## config.mk

```make
export PLATFORM = sky130hd
export DESIGN_NAME = sdram_port_arbiter
export DESIGN_NICKNAME = d
export VERILOG_FILES = /design/src/rtl/sdram_port_arbiter.sv
export SDC_FILE = /design/constraint.sdc
export NUM_CORES = 1
export LEC_CHECK = 0
export CAP_MARGIN = 10
export CORE_AREA = 2 2 115 173
export CTS_BUF_LIST = sky130_fd_sc_hd__clkbuf_8
export CTS_CLUSTER_DIAMETER = 200
export DETAILED_ROUTE_END_ITERATION = 6
export DIE_AREA = 0 0 117 175
export PLACE_DENSITY = 0.67
export SLEW_MARGIN = 20
export SYNTH_ARGS = -nofsm -noshare
export SYNTH_HDL_FRONTEND = slang
export SYNTH_SLANG_ARGS = --single-unit
```

## constraint.sdc

```tcl
create_clock -name clock -period 4.9 [get_ports clock]
set_input_delay 0.98 -clock clock [delete_from_list [all_inputs] [get_ports clock]]
set_output_delay 0.98 -clock clock [all_outputs]
set_load 0.05 [all_outputs]
```

## src/rtl/sdram_port_arbiter.sv

```systemverilog
// rtl/sdram_port_arbiter.sv - two-master arbiter for the f2h_sdram0 Avalon-MM burst port
// A (display reader) has priority; B (read/write client) is protected from starvation.
module sdram_port_arbiter #(
    parameter int ADDR_WIDTH   = 29,
    parameter int DATA_WIDTH   = 64,
    parameter int BURST_WIDTH  = 8,
    parameter int TAG_DEPTH    = 4,
    parameter int STARVE_LIMIT = 64
) (
    input  logic                      clock,
    input  logic                      reset_n,
    input  logic [ADDR_WIDTH-1:0]     a_address,
    input  logic [BURST_WIDTH-1:0]    a_burstcount,
    input  logic                      a_read,
    output logic                      a_waitrequest,
    output logic                      a_readdatavalid,
    input  logic [ADDR_WIDTH-1:0]     b_address,
    input  logic [BURST_WIDTH-1:0]    b_burstcount,
    input  logic                      b_read,
    input  logic                      b_write,
    input  logic [DATA_WIDTH-1:0]     b_writedata,
    input  logic [DATA_WIDTH/8-1:0]   b_byteenable,
    output logic                      b_waitrequest,
    output logic                      b_readdatavalid,
    output logic [ADDR_WIDTH-1:0]     m_address,
    output logic [BURST_WIDTH-1:0]    m_burstcount,
    output logic                      m_read,
    output logic                      m_write,
    output logic [DATA_WIDTH-1:0]     m_writedata,
    output logic [DATA_WIDTH/8-1:0]   m_byteenable,
    input  logic                      m_waitrequest,
    input  logic                      m_readdatavalid
);

    localparam int PTR_W = (TAG_DEPTH > 1) ? $clog2(TAG_DEPTH) : 1;
    localparam int CNT_W = PTR_W + 1;
    localparam int STV_W = $clog2(STARVE_LIMIT + 1);

    typedef enum logic [1:0] {IDLE, GRANT_A, GRANT_B, WBURST} state_t;

    typedef struct packed {
        logic                   owner_b;
        logic [BURST_WIDTH-1:0] beats;
    } tag_t;

    state_t                 state_q, state_d;
    tag_t                   tag_q [TAG_DEPTH];
    tag_t                   tag_d [TAG_DEPTH];
    logic [PTR_W-1:0]       rd_ptr_q, rd_ptr_d, wr_ptr_q, wr_ptr_d;
    logic [CNT_W-1:0]       count_q, count_d;
    logic [STV_W-1:0]       starve_q, starve_d;
    logic [BURST_WIDTH-1:0] wcnt_q, wcnt_d, wburst_q, wburst_d;
    logic [ADDR_WIDTH-1:0]  waddr_q, waddr_d;

    logic                   full, empty, accept, push, do_push, beat, pop;
    logic                   b_req, a_elig, b_elig;
    logic [BURST_WIDTH-1:0] bc_a, bc_b;
    tag_t                   push_tag, head;

    always_comb begin
        full   = (count_q == CNT_W'(TAG_DEPTH));
        empty  = (count_q == '0);
        bc_a   = (a_burstcount == '0) ? BURST_WIDTH'(1) : a_burstcount;
        bc_b   = (b_burstcount == '0) ? BURST_WIDTH'(1) : b_burstcount;
        b_req  = b_read | b_write;
        a_elig = a_read & ~full;
        b_elig = b_write | (b_read & ~full);

        m_address       = '0;
        m_burstcount    = '0;
        m_read          = 1'b0;
        m_write         = 1'b0;
        m_writedata     = '0;
        m_byteenable    = '0;
        a_waitrequest   = 1'b1;
        b_waitrequest   = 1'b1;
        case (state_q)
            GRANT_A: begin
                m_address     = a_address;
                m_burstcount  = a_burstcount;
                m_read        = a_read;
                a_waitrequest = m_waitrequest;
            end
            GRANT_B: begin
                m_address     = b_address;
                m_burstcount  = b_burstcount;
                m_write       = b_write;
                m_read        = b_read & ~b_write;
                m_writedata   = b_writedata;
                m_byteenable  = b_byteenable;
                b_waitrequest = m_waitrequest;
            end
            WBURST: begin
                m_address     = waddr_q;
                m_burstcount  = wburst_q;
                m_write       = b_write;
                m_writedata   = b_writedata;
                m_byteenable  = b_byteenable;
                b_waitrequest = m_waitrequest;
            end
            default: ;
        endcase
        accept = (m_read | m_write) & ~m_waitrequest;

        state_d  = state_q;
        push     = 1'b0;
        push_tag = '0;
        wcnt_d   = wcnt_q;
        waddr_d  = waddr_q;
        wburst_d = wburst_q;
        case (state_q)
            IDLE: begin
                if ((starve_q == STV_W'(STARVE_LIMIT)) && b_elig) state_d = GRANT_B;
                else if (a_elig)                                    state_d = GRANT_A;
                else if (b_elig)                                    state_d = GRANT_B;
            end
            GRANT_A: begin
                if (accept) begin
                    push     = 1'b1;
                    push_tag = '{owner_b: 1'b0, beats: bc_a};
                    state_d  = IDLE;
                end else if (!a_read) begin
                    state_d = IDLE;
                end
            end
            GRANT_B: begin
                if (accept) begin
                    state_d = IDLE;
                    if (m_read) begin
                        push     = 1'b1;
                        push_tag = '{owner_b: 1'b1, beats: bc_b};
                    end else if (bc_b > BURST_WIDTH'(1)) begin
                        wcnt_d   = bc_b - BURST_WIDTH'(1);
                        waddr_d  = b_address;
                        wburst_d = b_burstcount;
                        state_d  = WBURST;
                    end
                end else if (!b_req) begin
                    state_d = IDLE;
                end
            end
            WBURST: begin
                if (accept) begin
                    wcnt_d = wcnt_q - BURST_WIDTH'(1);
                    if (wcnt_d == '0) state_d = IDLE;
                end
            end
            default: state_d = IDLE;
        endcase

        starve_d = starve_q;
        if (state_q == IDLE && state_d == GRANT_B)
            starve_d = '0;
        else if (b_req && state_q != GRANT_B && state_q != WBURST && starve_q < STV_W'(STARVE_LIMIT))
            starve_d = starve_q + STV_W'(1);

        // Head tag counts down the beats of the oldest read burst still returning.
        head            = tag_q[rd_ptr_q];
        beat            = m_readdatavalid & ~empty;
        a_readdatavalid = beat & ~head.owner_b;
        b_readdatavalid = beat & head.owner_b;
        pop             = beat & (head.beats <= BURST_WIDTH'(1));
        do_push         = push & (~full | pop);

        tag_d    = tag_q;
        rd_ptr_d = rd_ptr_q;
        wr_ptr_d = wr_ptr_q;
        if (beat && !pop) tag_d[rd_ptr_q].beats = head.beats - BURST_WIDTH'(1);
        if (pop)
            rd_ptr_d = (rd_ptr_q == PTR_W'(TAG_DEPTH - 1)) ? '0 : rd_ptr_q + PTR_W'(1);
        if (do_push) begin
            tag_d[wr_ptr_q] = push_tag;
            wr_ptr_d = (wr_ptr_q == PTR_W'(TAG_DEPTH - 1)) ? '0 : wr_ptr_q + PTR_W'(1);
        end
        count_d = count_q + CNT_W'(do_push) - CNT_W'(pop);
    end

    always_ff @(posedge clock or negedge reset_n) begin
        if (!reset_n) begin
            state_q  <= IDLE;
            tag_q    <= '{default: '0};
            rd_ptr_q <= '0;
            wr_ptr_q <= '0;
            count_q  <= '0;
            starve_q <= '0;
            wcnt_q   <= '0;
            waddr_q  <= '0;
            wburst_q <= '0;
        end else begin
            state_q  <= state_d;
            tag_q    <= tag_d;
            rd_ptr_q <= rd_ptr_d;
            wr_ptr_q <= wr_ptr_d;
            count_q  <= count_d;
            starve_q <= starve_d;
            wcnt_q   <= wcnt_d;
            waddr_q  <= waddr_d;
            wburst_q <= wburst_d;
        end
    end

endmodule

```

==> results.sh <==
export IMPL_status="completed"
export IMPL_synthTopCellsByCount="dfrtp_1 (97), nor2b_1 (77), mux2i_1 (64), nor2_1 (60), a222oi_1 (37)"
export IMPL_cts_tree="built"
export IMPL_hpwl_mm=15.4
export IMPL_drt_iter0_markers=399
export IMPL_cts_buffer_depth=2
export IMPL_async_flop_share_pct=100
export IMPL_crit_chain="clkdlybuf4s50_1, and3b_1, o21ai_0, inv_1, clkdlybuf4s50_1"
export IMPL_finalCriticalPeriod_ps=4140
export IMPL_netlist_area_leader_share_pct=36.9
export IMPL_cts_htree_levels=3
export IMPL_ys_seq_elements=97
export IMPL_cp_end_kind="output pin"
export IMPL_routed_wl_mm=20.8
export IMPL_grt_usage_pct=20.3
export IMPL_cp_top_family="buffers and inverters"
export IMPL_initial_core_util_pct=34.6
export IMPL_register_area_um2=2430
export IMPL_route_detailed_drc=0
export IMPL_yosys_area_top_type="dfrtp_1"
export IMPL_die_area_um2=20500
export IMPL_path_clk_slew_ps=90
export IMPL_finalSetupViolations=0
export IMPL_multi_input_area_um2=3890
export IMPL_holdWs_ps=509
export IMPL_max_cap_viol_count=0
export IMPL_seq_area_frac_synth_pct=36.9
export IMPL_worst_hold_path_num_cells=2
export IMPL_postSynthAreaPerCell_um2=10.1
export IMPL_min_path_type="reg2reg"
export IMPL_slew_headroom_pct=43.1
export IMPL_grt_max_degree=69
export IMPL_clock_sinks=97
export IMPL_rsz0062_at_grt="false"
export IMPL_firstDrtPassIters=6
export IMPL_tns_ps=0
export IMPL_area_growth_pct=47.6
export IMPL_wl_per_cell_um=18.0
export IMPL_gp_congestion=0.799
export IMPL_ys_flop_type="dfrtp_1"
export IMPL_irDropWorstVdd_mv=0.335
export IMPL_cp_num_buf_inv=3
export IMPL_min_delay_start="wburst_q[1]"
export IMPL_cpPeakStageDelay_ps=730
export IMPL_fin_crit_sh_pct=84.4
export IMPL_clk_insertion_delay_late_ps=360
export IMPL_die_w_um=117
export IMPL_total_power_uw=6000
export IMPL_hold_viol=0
export IMPL_path_class="in2out"
export IMPL_post_cts_buffers=0
export IMPL_n_fill_cell=1739
export IMPL_clock_root_buffer="clkbuf_8"
export IMPL_r2r_cells=14
export IMPL_r2r_end="count_q[2]"
export IMPL_dieHeight_um=175
export IMPL_r2r_start="rd_ptr_q[0]"
export IMPL_n_antenna_cell=0
export IMPL_drive_gt1_share_pct=9.41
export IMPL_synthMostInstantiatedCell="dfrtp_1"
export IMPL_fmax_mhz=242
export IMPL_vias=5872
export IMPL_syn_instance_count=652
export IMPL_powerDensity_nw_per_um2=617
export IMPL_ant_nets=0
export IMPL_grt_pass1_wl_mm=32.7
export IMPL_io_pins=268
export IMPL_required_ps=3920
export IMPL_fin_nets=1076
export IMPL_portBuffers=267
export IMPL_startpoint_type="input port"
export IMPL_routed_via_density=5.07
export IMPL_num_rows=62
export IMPL_holdPathEnd="wburst_q[1]"
export IMPL_crit_arrival_ps=3160
export IMPL_synth_area_um2=6590
export IMPL_syn_num_nets=829
export IMPL_yosysWarnings=0
export IMPL_synth_area_top_cells="dfrtp_1 (37%), mux2i_1 (9.7%), nor2b_1 (7.3%)"
export IMPL_cts_hold_buf=0
export IMPL_ys_types=62
export IMPL_grt_pass1_vias=5966
export IMPL_critPathMostFrequentCell="clkdlybuf4s50_1"
export IMPL_core_um2=19000
export IMPL_ff2ff_setup_slack_ps=1160
export IMPL_synth_edf_count=0
export IMPL_cts_buffers=9
export IMPL_slew_viol_final=0
export IMPL_clock_skew_ps=15.5
export IMPL_grt_overflow_total=0
export IMPL_critPathMaxFanout=8
export IMPL_cpMaxStageDelayCell="clkdlybuf4s50_1"
export IMPL_leakage_uw=0.00404
export IMPL_tightest_slew_ps=853
export IMPL_antenna_found_initial=0
export IMPL_ctsResizeCount=0
==> placed cells by master, fill, tap and decap left out, types with 2 or more instances in the layout <==
| cell type | netlist | layout |
|---|---|---|
| clkdlybuf4s50_1 | 0 | 266 |
| dfrtp_1 | 97 | 97 |
| nor2b_1 | 77 | 77 |
| mux2i_1 | 64 | 64 |
| nor2_1 | 60 | 59 |
| a222oi_1 | 37 | 37 |
| mux2_2 | 36 | 36 |
| nand2_1 | 34 | 34 |
| o21ai_0 | 28 | 28 |
| inv_1 | 24 | 24 |
| ha_1 | 23 | 22 |
| clkbuf_8 | 0 | 11 |
| buf_4 | 0 | 11 |
| xnor2_1 | 10 | 10 |
| nand3_1 | 10 | 10 |
| xor2_1 | 9 | 9 |
| a21oi_1 | 7 | 7 |
| a22o_1 | 7 | 7 |
| nor3_1 | 6 | 6 |
| mux4_1 | 6 | 6 |
| o22ai_1 | 6 | 6 |
| nand2b_1 | 5 | 5 |
| and3_1 | 4 | 4 |
| nand2_8 | 4 | 4 |
| nor4_1 | 4 | 4 |
| mux2_4 | 4 | 4 |
| nand3b_1 | 3 | 3 |
| and2_1 | 3 | 3 |
| nor3b_1 | 3 | 3 |
| or3_1 | 2 | 2 |
| nor4b_1 | 2 | 2 |
| a21o_1 | 2 | 2 |
| a211o_1 | 2 | 2 |
| nand4_1 | 2 | 2 |
| a31oi_1 | 2 | 2 |
| o21a_1 | 2 | 2 |
| mux4_2 | 2 | 2 |
| bufinv_16 | 0 | 2 |
==> per-layer routing <==
metal | vias up | global-route usage [%] | wire length (µm) | share of wire (%)
li1 | 2854 | - | - | -
met1 | 2832 | 27.2 | 8780 | 42
met2 | 173 | 32.7 | 10400 | 50
met3 | 13 | 5.20 | 1430 | 6.9
met4 | 0 | 5.20 | 232 | 1.1
met5 | - | 0 | 0 | 0
==> worst min-delay path: cells and delay by family, from the launching register on <==
family | cells | cell delay (ps)
AO/OA/AOI/OAI | 1 | 60
flip-flops | 1 | 370
AND/OR/NAND/NOR | 1 | 50
==> state kept, by name (all words and copies together) (netlist names) <==
register,flops
starve_q,7
tag_q,36
wr_ptr_q,2
state_q,2
wburst_q,8
rd_ptr_q,2
wcnt_q,8
count_q,3
waddr_q,29
==> area by class of cell <==
class	instances	share of cell area, %
Clock buffer	11	1.56
Clock inverter	4	0.785
Inverter	25	0.965
Multi-Input combinational cell	488	40.0
Sequential cell	97	25.0
Tap cell	256	3.30
Timing Repair Buffer	278	28.4
==> metrics by stage <==
stage          setup WS, ps  cell area (µm²)  std cells  utilization [%]
4_1_cts                 743             9720       1159             51.1
3_3_place_gp            564             9490       1144             49.9
5_1_grt                 605             9720       1159             51.1
6_report                764             9720       1159             51.1
2_1_floorplan          1320             6590        652                -
3_5_place_dp            441             9490       1144             49.9
==> how the worst max path moves through the flow <==
stage	from	to	slack [ps]	depth (start not counted)
final	b_write	m_read	760	5
after global routing	b_write	m_read	600	5
after CTS	b_write	m_read	740	5
after detailed placement	b_burstcount[6]	starve_q[5]	440	12
after global placement	b_burstcount[6]	starve_q[0]	560	12
after floorplan	b_burstcount[5]	waddr_q[18]	1320	11
==> power by group <==
part           leakage, µW  internal [µW]  switching, µW  total (µW)
Clock             0.000112            314            280         594
Combinational      0.00272           1500           2480        3980
Sequential         0.00121           1150            274        1430
Total              0.00404           2970           3030        6000
==> cell families after synthesis <==
family	count (synthesis)	share of synthesized area [%]
compound gates	104	12.3
xor+xnor	19	2.53
fa+ha+maj	24	4.67
buf+inv	67	4.28
flops	97	36.9
mux	112	19.9
simple gates	229	19.5
No activity file was read; power rests on OpenSTA's default activity.
